===== src/rtl/cheriot_tsmap_arbiter.sv =====
// Arbitrates the single-port revocation map SRAM between the core load filter and the TBRE.
// Optional SECDED check on returned map words: define CHERIOT_TSMAP_INTG_CHECK_EN.
module cheriot_tsmap_arbiter #(
  parameter logic [31:0] HeapBase  = 32'h2001_0000,
  parameter int unsigned TSMapSize = 1024,
  parameter int unsigned MaxWait   = 8
) (
  input  logic        clk_i,
  input  logic        rst_i,
  input  logic        core_req_i,
  input  logic [31:0] core_addr_i,
  output logic        core_gnt_o,
  output logic        core_rvalid_o,
  output logic [31:0] core_rdata_o,
  output logic        core_bit_o,
  input  logic        tbre_req_i,
  input  logic [31:0] tbre_addr_i,
  output logic        tbre_gnt_o,
  output logic        tbre_rvalid_o,
  output logic [31:0] tbre_rdata_o,
  output logic        tbre_bit_o,
  output logic        tsmap_cs_o,
  output logic [15:0] tsmap_addr_o,
  input  logic [31:0] tsmap_rdata_i,
  input  logic [6:0]  tsmap_rdata_intg_i,
  output logic        intg_err_o
);

  localparam logic [7:0]  MAX_WAIT  = 8'(MaxWait);
  localparam logic [24:0] MAP_WORDS = 25'(TSMapSize);

  // Handshake: a requester raises req with a stable addr and holds both until the
  // cycle its gnt is high; the response (rvalid/rdata/bit) appears exactly one cycle later.

  typedef enum logic {
    CORE_PRIO = 1'b0,
    TBRE_PRIO = 1'b1
  } prio_e;

  prio_e      state, state_next;
  logic [7:0] wait_cnt, wait_next;

  logic [31:0] sel_addr;
  logic [32:0] diff;
  logic [23:0] word;
  logic        in_range;
  logic        any_gnt;
  logic        unused_low;

  logic        valid_q;
  logic        owner_q;  // 1: TBRE owns the response in flight
  logic        oor_q;
  logic [4:0]  bitpos_q;

  logic [31:0] word_data;
  logic [31:0] resp_data;
  logic        intg_err;
  logic        live;

  always_ff @(posedge clk_i) begin
    if (rst_i) begin
      state    <= CORE_PRIO;
      wait_cnt <= '0;
    end else begin
      state    <= state_next;
      wait_cnt <= wait_next;
    end
  end

  // The priority flip uses the updated count so that TBRE takes the very cycle in
  // which its wait reaches MaxWait, and TBRE_PRIO always lasts a single cycle.
  always_comb begin
    core_gnt_o = 1'b0;
    tbre_gnt_o = 1'b0;
    state_next = state;
    wait_next  = wait_cnt;
    if (!rst_i) begin
      case (state)
        TBRE_PRIO: begin
          tbre_gnt_o = tbre_req_i;
          core_gnt_o = core_req_i && !tbre_req_i;
        end
        default: begin
          core_gnt_o = core_req_i;
          tbre_gnt_o = tbre_req_i && !core_req_i;
        end
      endcase
    end
    if (!tbre_req_i || tbre_gnt_o) begin
      wait_next = '0;
    end else if (wait_cnt < MAX_WAIT) begin
      wait_next = wait_cnt + 8'd1;
    end
    case (state)
      CORE_PRIO: if (wait_next == MAX_WAIT) state_next = TBRE_PRIO;
      TBRE_PRIO: if (tbre_gnt_o || !tbre_req_i) state_next = CORE_PRIO;
      default:   state_next = CORE_PRIO;
    endcase
  end

  // A borrow out of the 33-bit subtraction means the address lies below the heap.
  assign any_gnt    = core_gnt_o || tbre_gnt_o;
  assign sel_addr   = tbre_gnt_o ? tbre_addr_i : core_addr_i;
  assign diff       = {1'b0, sel_addr} - {1'b0, HeapBase};
  assign word       = diff[31:8];
  assign in_range   = !diff[32] && ({1'b0, word} < MAP_WORDS);
  assign unused_low = ^diff[2:0];

  assign tsmap_cs_o   = any_gnt && in_range;
  assign tsmap_addr_o = any_gnt ? word[15:0] : 16'h0000;

  always_ff @(posedge clk_i) begin
    if (rst_i) begin
      valid_q  <= 1'b0;
      owner_q  <= 1'b0;
      oor_q    <= 1'b0;
      bitpos_q <= '0;
    end else begin
      valid_q  <= any_gnt;
      owner_q  <= tbre_gnt_o;
      oor_q    <= !in_range;
      bitpos_q <= diff[7:3];
    end
  end

  assign word_data = oor_q ? 32'h0000_0000 : tsmap_rdata_i;

`ifdef CHERIOT_TSMAP_INTG_CHECK_EN
  function automatic logic [6:0] secded_intg(input logic [31:0] d);
    logic [6:0] p;
    p[0] = ^(d & 32'h2606_BD25);
    p[1] = ^(d & 32'hDEBA_8050);
    p[2] = ^(d & 32'h413D_89AA);
    p[3] = ^(d & 32'h3123_4ED1);
    p[4] = ^(d & 32'hC2C1_323B);
    p[5] = ^(d & 32'h2DCC_624C);
    p[6] = ^(d & 32'h9850_5586);
    return p ^ 7'h2A;
  endfunction

  // A corrupted map word is reported as all-revoked so the filter fails safe.
  assign intg_err  = valid_q && !oor_q && (secded_intg(tsmap_rdata_i) != tsmap_rdata_intg_i);
  assign resp_data = intg_err ? 32'hFFFF_FFFF : word_data;
`else
  logic unused_intg;
  assign unused_intg = ^tsmap_rdata_intg_i;
  assign intg_err    = 1'b0;
  assign resp_data   = word_data;
`endif

  // Reset also squashes a response already in flight.
  assign live = valid_q && !rst_i;

  assign core_rvalid_o = live && !owner_q;
  assign tbre_rvalid_o = live && owner_q;
  assign core_rdata_o  = core_rvalid_o ? resp_data : 32'h0000_0000;
  assign tbre_rdata_o  = tbre_rvalid_o ? resp_data : 32'h0000_0000;
  assign core_bit_o    = core_rvalid_o && resp_data[bitpos_q];
  assign tbre_bit_o    = tbre_rvalid_o && resp_data[bitpos_q];
  assign intg_err_o    = intg_err && !rst_i;

endmodule


===== config.mk =====
export PLATFORM = sky130hd
export DESIGN_NAME = cheriot_tsmap_arbiter
export DESIGN_NICKNAME = d
export VERILOG_FILES = /design/src/rtl/cheriot_tsmap_arbiter.sv
export SDC_FILE = /design/constraint.sdc
export NUM_CORES = 1
export LEC_CHECK = 0
export CORE_ASPECT_RATIO = 1.4
export CORE_MARGIN = 2
export CORE_UTILIZATION = 28
export DETAILED_ROUTE_END_ITERATION = 7
export PLACE_DENSITY = 0.79
export SYNTH_ARGS = -nofsm -noshare
export SYNTH_HDL_FRONTEND = slang
export SYNTH_SLANG_ARGS = --single-unit

===== constraint.sdc =====
create_clock -name clk_i -period 4.6 [get_ports clk_i]
set_clock_uncertainty 0.05 [all_clocks]
set_input_delay 0.92 -clock clk_i [delete_from_list [all_inputs] [get_ports clk_i]]
set_output_delay 0.92 -clock clk_i [all_outputs]
set_load 0.005 [all_outputs]

Yosys cells after proc, flatten, opt, wreduce, memory -nomap -nowiden
Index checks and enable logic that the tools add are counted.
{"block": "classes", "n_bitwise": 1, "mux": 16, "add_sub_neg": 2, "n_eq_ne": 1, "reduce_logical": 17, "order_cmp": 3}
{"cell": "32-bit two-way mux", "n": 4}
{"cell": "32-bit by 30-bit subtractor with 33-bit output (second input constant)", "n": 1}
{"cell": "24-bit by 11-bit less-than comparator with 1-bit output (second input constant)", "n": 1}
{"cell": "16-bit two-way mux", "n": 1}
{"cell": "8-bit two-way mux", "n": 2}
{"cell": "1-bit logical AND", "n": 9}
{"cell": "8-bit by 1-bit adder with 8-bit output (second input constant)", "n": 1}
{"cell": "8-bit by 4-bit equality test with 1-bit output (second input constant)", "n": 1}
{"cell": "8-bit by 4-bit less-than comparator with 1-bit output (second input constant)", "n": 1}
{"cell": "1-bit two-way mux", "n": 7}
{"cell": "1-bit logical NOT", "n": 6}
{"cell": "5-bit by 6-bit less-than comparator with 1-bit output (second input constant)", "n": 1}
{"cell": "1-bit binary-select mux with 5-bit select", "n": 1}
{"cell": "1-bit logical OR", "n": 2}
{"cell": "1-bit case mux with 2 select lines", "n": 1}
{"cell": "1-bit inverter", "n": 1}
{"block": "totals", "ff_bits": 17, "word_cells": 46, "inputBits": 107}

Logic depth before layout (Yosys ltp)
{"block": "logic_depth", "depth_word": 9, "ltp_mapped": 12, "depth_no_buf": 10}

Least setup slack after synthesis
OpenSTA, ideal clock, no wires.
{"block": "synth_path", "path_type": "input port to output port", "startpoint": "input tbre_req_i", "endpoint": "output tsmap_cs_o", "setup_slack_ps": -198, "path_buffers": 2, "required_ps": 3630, "arrival_ps": 3828, "path_stages": 12, "cell_sequence": "nor2b_1 -> nand2_1 -> clkbuf_1 -> clkbuf_1 -> mux2i_1 -> ha_1 -> or4b_4 -> or4_4 -> o211a_1 -> a21oi_2 -> nand4_1 -> nor2_1"}
{"block": "synth_via", "elab_chain_len": 8}
{"element": "start, declared", "line": "16", "text": "input logic tbre_req_i,"}
{"element": "1-bit logical AND", "line": "85", "text": "tbre_gnt_o = tbre_req_i && !core_req_i;"}
{"element": "1-bit two-way mux", "line": "78", "text": "case (state)"}
{"element": "1-bit two-way mux", "line": "77", "text": "if (!rst_i) begin"}
{"element": "32-bit two-way mux", "line": "103", "text": "assign sel_addr = tbre_gnt_o ? tbre_addr_i : core_addr_i;"}
{"element": "32-bit by 30-bit subtractor with 33-bit output", "line": "104", "text": "assign diff = {1'b0, sel_addr} - {1'b0, HeapBase};"}
{"element": "24-bit by 11-bit less-than comparator with 1-bit output / 1-bit logical NOT (equally long branches)", "line": "106", "text": "assign in_range = !diff[32] && ({1'b0, word} < MAP_WORDS);"}
{"element": "1-bit logical AND", "line": "106"}
{"element": "1-bit logical AND (*)", "line": "109", "text": "assign tsmap_cs_o = any_gnt && in_range;"}
{"element": "end, declared", "line": "22", "text": "output logic tsmap_cs_o,"}
Every way passes the cells marked *; elsewhere a longest branch is shown, timed or not.

Worst setup path in the final report
{"block": "layout_path", "startpoint": "input rst_i", "endpoint": "output tsmap_cs_o"}
{"block": "layout_via", "elab_chain_len": 6}
{"element": "start, declared", "line": "9", "text": "input logic rst_i,"}
{"element": "1-bit two-way mux", "line": "77"}
{"element": "32-bit two-way mux", "line": "103"}
{"element": "32-bit by 30-bit subtractor with 33-bit output", "line": "104"}
{"element": "24-bit by 11-bit less-than comparator with 1-bit output / 1-bit logical NOT (equally long branches)", "line": "106"}
{"element": "1-bit logical AND", "line": "106"}
{"element": "1-bit logical AND (*)", "line": "109"}
Marks and branches as above.

==> out/results.tsv <==
metric	value	unit
Die H	105	um
Synth Instances	278	
average instance area after synthesis	7.29	um^2
summed area of non-filler cells in the final layout	4210	um^2
RD Place Congestion	0.870	
post-detail-place hpwl	7500	um
Die X-Extent	75.9	um
setup TNS	0	ns
Arrival @ worst endpoint	3.54	ns
Static Leak	1.69	nW
CTS hold repair buffers	0	
worst hold path depth	1	
global route overflow	0	
Slew Viols, Final	0	
number of synthesized register bits	17	
layout cells sized above 1	12.4	%
clock latency on the worst-skew pair	0.25	ns
first drt pass iteration count	4	
endpoint required time on the critical path	3.63	ns
H-Tree Level Count	1	
average detailed-routed wire length per instance	15.4	um
starting utilization of the core area	29.0	%
placed standard-cell area	4060	um^2
# placed instances	562	
leading area contributor after synthesis	and2_1	
final hold vios	0	
number of setup violations in the final report	0	
global-route wire length before repair	14100	um
worst slew pin tran	0.717	ns
Cell variety after synth	52	
clk root buf	clkbuf_8	
Max Freq	0.222	GHz
I/O Pins	195	
type of destination of the critical path	output pin	
share of Yosys cell area claimed by the top area cell type	21.3	%
net count after synthesis	387	
post-layout net count	592	
buffers added on ports	180	
antenna cell count	0	
final hold slack	0.407	ns
TritonCTS sink count	17	
most common cell in the synthesized netlist	and2_1	
CTS tree	yes	
Filler Cells Inserted	627	
Yosys warnings	0	
# Max-Cap Violations	0	
maximum vdd ir drop	88.6	uV
leading post-synthesis cells by instance count	and2_1 (69), nand2_1 (31), nor2_1 (19)	
routed via count divided by cell count	4.81	
number of antenna violations at the first check in global routing	1	
Power Density	124	nW/um^2
Post-route DRC	0	
GRT Overall Usage	21.9	%
number of flops mapped to enable cells by yosys	0	
run status	completed	
largest net degree at the start of global routing	30	
via count of the first global-routing pass	2864	
dominant cells by area after synthesis	and2_1 (21%), dfxtp_1 (17%), mux2i_1 (6.4%)	
fraction of the cycle the final worst path needs	98.0	%
utilization after layout	60.2	%
Max transition margin	52.2	%
nature of the critical path startpoint	primary input	
proportion of synthesized flip-flops having asynchronous set or reset	0	%
via total after detailed routing	2777	
Core Footprint	6980	um^2
area growth from synthesis to final layout	107	%
R2R cell count	11	
final cell count without fillers	577	
die area	7950	um^2
category of the critical setup timing path	in -> out	
dominant synthesized flop cell	dfxtp_1	
clock buffers created by TritonCTS	3	
number of placement rows	36	
Netlist Area Pre-Place	2030	um^2
sequential-to-total area share from yosys stat	16.8	%
worst min-delay path category	reg -> reg	
RSZ-0062 raised after global routing	yes	
largest fanout on the critical path	3	
Max clock buf depth	2	
number of nets with antenna violations after routing	0	
DRT iter0 DRCs	83	
shortest period the worst path allows	4.51	ns
Clock Pin Slew Worst Setup and Hold Paths	0.07	ns
routed wire length	8900	um
## worst max-delay path, stage by stage
cell,delay (ns)
dlygate4sd2_1,0.27
nor2b_4,0.16
nand2_4,0.08
mux2i_2,0.21
ha_2,0.22
or4b_4,0.46
or4_4,0.50
o211a_1,0.25
a21oi_2,0.11
nand4_1,0.13
nor2_1,0.11
buf_2,0.12
## area by class of cell
type | count | area [um^2] | area share, %
sequential | 17 | 340 | 8.09
multi-input combinational | 240 | 1630 | 38.7
inverter | 7 | 26.3 | 0.625
clock inverter | 1 | 5.00 | 0.119
timing repair buffer | 214 | 2050 | 48.7
tap | 95 | 119 | 2.83
clock buffer | 3 | 41.3 | 0.982
## timing repair
| item | CTS | global route |
|---|---|---|
| pin swaps | 5 | 1 |
| endpoints found under the hold margin | 0 | 0 |
| buffers inserted | 11 | 0 |
| resized for setup | 10 | 6 |
| endpoints found under the setup margin | 3 | 2 |
## path summary, 6_finish.rpt
check | start | slack (ns) | endpoint
worst min-delay path | wait_cnt[6] | 0.41 | wait_cnt[6]
worst max-delay path | rst_i | 0.09 | tsmap_cs_o
worst max register to register | state | 1.62 | oor_q
worst min register to register | wait_cnt[6] | 0.41 | wait_cnt[6]
## kinds of logic (layout without fill, tap and decap cells)
group	after synthesis	in the layout	synth area share (%)
AOI/OAI and AO/OA	45	45	15.7
muxes	19	19	12.0
buffers and inverters	21	225	4.20
adders and majority gates	2	2	1.23
and+or+nand+nor	165	165	46.4
xor gates and xnor gates	8	8	3.46
DFF	17	17	16.8
other	1	1	0.185
## cells in the final DEF, fill, tap and decap left out, drive strengths merged, types with 5 or more instances in the layout
master,instances
nor2,19
nand2,31
nand3b,6
o21ai,6
o31ai,5
a21oi,14
nand2b,5
nand3,5
and2,69
inv,7
or4,6
mux2i,13
clkdlybuf4s50,175
xnor2,5
buf,35
dfxtp,17
## through the flow
step                      worst slack (ns)  power (mW)
after floorplan                     0.0692       0.244
after global placement              -0.536       0.400
after detailed placement            -0.665       0.404
after CTS                           0.0556       0.524
after global routing             -0.000645       0.551
final                               0.0900       0.522
## flip-flops by register name, summed over array words and instances (netlist names)
| name | flops |
|---|---|
| valid_q | 1 |
| state | 1 |
| oor_q | 1 |
| owner_q | 1 |
| wait_cnt | 8 |
| bitpos_q | 5 |
## per-layer routing
metal / up-vias / wire length, um / global-route usage (%)
met3: 20 / 905 / 6.65
met4: 2 / 215 / 7.53
li1: 1379 / - / -
met2: 144 / 4490 / 41.6
met1: 1232 / 3270 / 22.4
met5: - / 13 / 0
## where the power goes
part | switching (mW) | internal, mW | leakage, nW
Clock | 0.0514 | 0.0601 | 0.0255
Combinational | 0.0894 | 0.158 | 1.53
Sequential | 0.00980 | 0.153 | 0.140
Total | 0.151 | 0.371 | 1.69
No activity file was read; power rests on OpenSTA's default activity.
